<file path="src/rtl/axi_crossbar_wch_sequencer.sv">
// W-channel ordering controller for one crossbar slave port: queues {master, AWLEN}
// per accepted AW and grants W to one master at a time, strictly in AW order.
module axi_crossbar_wch_sequencer #(
  parameter int MST_NB     = 3,
  parameter int FIFO_DEPTH = 4,
  parameter int LEN_W      = 8,
  parameter int CNT_W      = $clog2(FIFO_DEPTH + 1)
) (
  input  logic              aclk,
  input  logic              srst,
  input  logic [MST_NB-1:0] aw_grant,
  input  logic              aw_hs,
  input  logic [LEN_W-1:0]  aw_len,
  output logic              aw_stall,
  output logic [MST_NB-1:0] w_grant,
  input  logic              w_hs,
  input  logic              w_last,
  output logic              len_err,
  output logic              err_drop,
  output logic [CNT_W-1:0]  outstanding
);

  localparam int IDX_W = (MST_NB > 1) ? $clog2(MST_NB) : 1;
  localparam int PTR_W = (FIFO_DEPTH > 1) ? $clog2(FIFO_DEPTH) : 1;

  logic [IDX_W-1:0] idx_mem [FIFO_DEPTH];
  logic [LEN_W-1:0] len_mem [FIFO_DEPTH];

  logic [PTR_W-1:0] wr_ptr_q, wr_ptr_d;
  logic [PTR_W-1:0] rd_ptr_q, rd_ptr_d;
  logic [CNT_W-1:0] cnt_q, cnt_d;
  logic [LEN_W:0]   beat_q, beat_d;
  logic             len_err_q, len_err_d;
  logic             err_drop_q, err_drop_d;

  logic [IDX_W-1:0] aw_idx;
  logic [IDX_W-1:0] head_idx;
  logic [LEN_W-1:0] head_len;
  logic             full, empty, push, pop, w_active, cnt_match;

  // Lowest set bit wins when the AW grant is not one-hot.
  always_comb begin
    aw_idx = '0;
    for (int i = MST_NB - 1; i >= 0; i--) begin
      if (aw_grant[i]) aw_idx = IDX_W'(i);
    end
  end

  assign full      = (cnt_q == CNT_W'(FIFO_DEPTH));
  assign empty     = (cnt_q == '0);
  assign head_idx  = idx_mem[rd_ptr_q];
  assign head_len  = len_mem[rd_ptr_q];

  assign push      = aw_hs && !full && (aw_grant != '0);
  assign w_active  = w_hs && !empty;
  assign cnt_match = (beat_q == {1'b0, head_len});
  // A burst ends on WLAST or when the beat count reaches AWLEN, whichever comes first.
  assign pop       = w_active && (w_last || cnt_match);

  always_comb begin
    wr_ptr_d   = wr_ptr_q;
    rd_ptr_d   = rd_ptr_q;
    cnt_d      = cnt_q;
    beat_d     = beat_q;
    err_drop_d = err_drop_q;
    len_err_d  = w_active && (w_last != cnt_match);

    if (push) wr_ptr_d = wr_ptr_q + PTR_W'(1);
    if (pop)  rd_ptr_d = rd_ptr_q + PTR_W'(1);

    case ({push, pop})
      2'b10:   cnt_d = cnt_q + CNT_W'(1);
      2'b01:   cnt_d = cnt_q - CNT_W'(1);
      default: cnt_d = cnt_q;
    endcase

    if (pop)           beat_d = '0;
    else if (w_active) beat_d = beat_q + (LEN_W + 1)'(1);

    if (aw_hs && (full || (aw_grant == '0))) err_drop_d = 1'b1;
  end

  always_ff @(posedge aclk) begin
    if (srst) begin
      wr_ptr_q   <= '0;
      rd_ptr_q   <= '0;
      cnt_q      <= '0;
      beat_q     <= '0;
      len_err_q  <= 1'b0;
      err_drop_q <= 1'b0;
    end else begin
      wr_ptr_q   <= wr_ptr_d;
      rd_ptr_q   <= rd_ptr_d;
      cnt_q      <= cnt_d;
      beat_q     <= beat_d;
      len_err_q  <= len_err_d;
      err_drop_q <= err_drop_d;
    end
  end

  always_ff @(posedge aclk) begin
    if (!srst && push) begin
      idx_mem[wr_ptr_q] <= aw_idx;
      len_mem[wr_ptr_q] <= aw_len;
    end
  end

  // Grant decodes only registered state, so the switch sees no input-to-select path.
  generate
    for (genvar gi = 0; gi < MST_NB; gi++) begin : g_grant
      assign w_grant[gi] = !empty && (head_idx == IDX_W'(gi));
    end
  endgenerate

  assign aw_stall    = full;
  assign len_err     = len_err_q;
  assign err_drop    = err_drop_q;
  assign outstanding = cnt_q;

endmodule

</file>
<file path="config.mk">
export PLATFORM = sky130hd
export DESIGN_NAME = axi_crossbar_wch_sequencer
export DESIGN_NICKNAME = d
export VERILOG_FILES = /design/src/rtl/axi_crossbar_wch_sequencer.sv
export SDC_FILE = /design/constraint.sdc
export NUM_CORES = 1
export LEC_CHECK = 0
export BUFFER_PORTS_ARGS = -buffer_cell sky130_fd_sc_hd__buf_2
export CORE_MARGIN = 5
export CORE_UTILIZATION = 30
export CTS_CLUSTER_SIZE = 16
export DETAILED_ROUTE_END_ITERATION = 12
export PLACE_DENSITY_LB_ADDON = 0.2
export RECOVER_POWER = 100
export SLEW_MARGIN = 20
export SYNTH_ARGS = -nofsm -noshare
export SYNTH_HDL_FRONTEND = slang
export SYNTH_SLANG_ARGS = --single-unit
</file>
<file path="constraint.sdc">
create_clock -name aclk -period 8.1 [get_ports aclk]
set_input_delay 0.81 -clock aclk [delete_from_list [all_inputs] [get_ports aclk]]
set_output_delay 0.81 -clock aclk [all_outputs]
set_load 0.02 [all_outputs]
</file>
==> qor.yml <==
min_period_ps: 3660
syn_avg_cell_area_sq_um: 14.5
end_kind: "flip-flop"
cp_data_arrival_time_ps: 3930
synth-warning-count: 0
synth_register_bits: 60
boundaryPins: 25
synthDistinctLibCells: 32
dr.pass1.iters: 4
final_wirelength_um: 4440
finalSetupTns_ps: 0
hpwlAfterDp_um: 3070
post-place-ws_ps: 4450
cts.path.max_buffers: 2
ctsRootBufferMaster: "clkbuf_8"
synth_top_cell_by_area: "edfxtp_1"
transition_time_at_the_pin_with_the_least_slew_margin_ps: 1040
vias: 1396
synthesis.instances: 178
synth_area_sq_mm: 0.00258
timing.critical_path.fanout_max: 11
globalRouteTotalUtil_pct: 9.52
numClockSinks: 60
dieArea_sq_mm: 0.0106
global_route.overflow_total: 0
final_net_count: 232
worstSkewPairLatency_ps: 330
final_cell_mix: "40 x edfxtp_1, 25 x nor2_1, 20 x dfxtp_1"
critPathRequiredTime_ps: 8370
setup_viol_count_final: 0
yosys-top-cells-area: "edfxtp_1 47%, dfxtp_1 16%, mux4_1 7.1%, xnor2_1 3.7%, xor2_1 3.7%"
yosys_most_used_dff: "edfxtp_1"
ctsResizeCount: 0
timing.critical_path.cells: "mux4_1, xor2_1, nor4_1, nand4_1, ha_1, nor2_1, ha_1, inv_1, fa_1, xor2_1, or3_1, a21oi_1"
cts.repair_timing.setup_buffer_count: 0
cap_violations: 0
via_per_inst: 4.39
async_flop_share_pct: 0
initial_antenna_violation_count: 0
drc: 0
result_of_the_run: "finished clean"
antenna_cell_count: 0
vias_in_the_first_global_route: 1421
hold_class: "flip-flop to flip-flop"
cellPowerDensity_mw_per_mm2: 240
syn2layout_area_growth_pct: 15.1
floorplan.initialDensity_pct: 31.1
maxSlewViolCount: 0
cts_h_tree_depth: 3
fmaxAchievable_mhz: 273
dieHeight_um: 103
drive_gt1_share_pct: 12.2
startpoint_type: "flip-flop"
floorplan.rows: 33
cts_hold_buf: 0
rsz_0062_raised_after_global_routing: "no"
floorplan.die.width_um: 103
cts_inserted_buffers: 9
globalplace.congestion: 0.710
drt-wirelength-per-cell_um: 14.0
vdd_drop_max_mv: 0.122
synth_fp_nets: 202
critical-path-slowest-cell: "dfxtp_1"
detail-route-antenna-nets: 0
commonest_non_fill_non_tap_cell_in_the_layout: "edfxtp_1"
cpPeakStageDelay_ps: 700
synth.top_cell.area_share_pct: 46.5
critPathKind: "flip-flop to flip-flop"
static-leakage-power_nw: 0.999
maximum_number_of_pins_on_one_net_before_global_route_repair: 13
synth_sequential_area_ratio_pct: 62.0
clock-skew-final_ps: 6.50
finalHoldViolCount: 0
standard_cell_core_area_sq_mm: 0.00830
post-route-worst-setup-slack_ps: 4440
tritoncts_clock_tree: "done"
timing.slew.headroom_pct: 29.7
cts.reportedPaths.clkPinSlew_ps: 70
initialDrtViolationCount: 47
number_of_enable_flip_flop_cells_after_synthesis: 40
first_pass_grt_wire_length_um: 7270
placement.io_buffers: 24
period_share_pct: 45.2
cell usage after synthesis, drive strengths merged (5+ instances only):
cell / count
dfxtp: 20
edfxtp: 40
mux4: 9
nor3: 6
nor3b: 5
nor2: 25
xor2: 11
xnor2: 11
inv: 8
ha: 7
routing by layer:
metal	GRT usage, %	wire length, um	up-vias	part of all wire, %
met3	4.74	252	7	5.7
met4	3.59	80	0	1.8
met1	11.4	2000	659	45
met5	0	0	-	0
met2	14.7	2100	21	47
li1	-	-	709	-
stage by stage:
stage	hold slack, ps	power [mW]	util [%]	cells	instance area, sq um
2_1_floorplan	490	0.433	-	178	2580
3_3_place_gp	450	0.461	33.8	302	2810
3_5_place_dp	461	0.462	33.8	302	2810
4_1_cts	480	0.730	36.2	318	3010
5_1_grt	505	0.752	35.8	318	2970
6_report	485	0.714	35.8	318	2970
path summary, 6_finish.rpt:
path              startpoint             end  slack (ps)  cells after the start
setup / recovery   flip-flop  outstanding[2]        4440                     12
hold reg to reg     err_drop        err_drop         490                      2
hold / removal      err_drop        err_drop         490                      2
setup reg to reg   flip-flop  outstanding[2]        4440                     12
report_power, final:
part	leakage, nW	internal, mW	switching, mW
clock	0.0958	0.143	0.121
combinational	0.377	0.0385	0.0505
sequential	0.527	0.342	0.0187
worst max-delay path: cells and delay by family, from the launching register on:
kind / cells / cell delay (ps)
adder cells (fa/ha/maj): 3 / 810
flip-flops: 1 / 700
XOR/XNOR: 2 / 310
AND/OR/NAND/NOR: 4 / 940
AO/OA/AOI/OAI: 1 / 140
buffers and inverters: 1 / 60
multiplexers: 1 / 650
registers in the layout, indices dropped and copies added (netlist names), named ones only:
| name | cells |
|---|---|
| len_err | 1 |
| wr_ptr_q | 2 |
| err_drop | 1 |
| rd_ptr_q | 2 |
| idx_mem | 8 |
| outstanding | 3 |
| len_mem | 32 |
| beat_q | 9 |
cell families after synthesis:
logic type	synth area share (%)
fa+ha+maj	4.17
xor+xnor	7.46
compound gates	3.49
simple gates	10.2
buf+inv	2.28
mux	10.4
flops	62.0
area by class of cell:
| class | count | area, sq um |
|---|---|---|
| fill | 819 | 5330 |
| sequential | 60 | 1600 |
| multi-input combinational | 105 | 912 |
| tap | 105 | 131 |
| clock buffer | 9 | 124 |
| timing repair buffer | 24 | 97.6 |
| clock inverter | 7 | 76.3 |
| inverter | 8 | 30.0 |
Note: power is estimated with default switching activity, not from simulation.
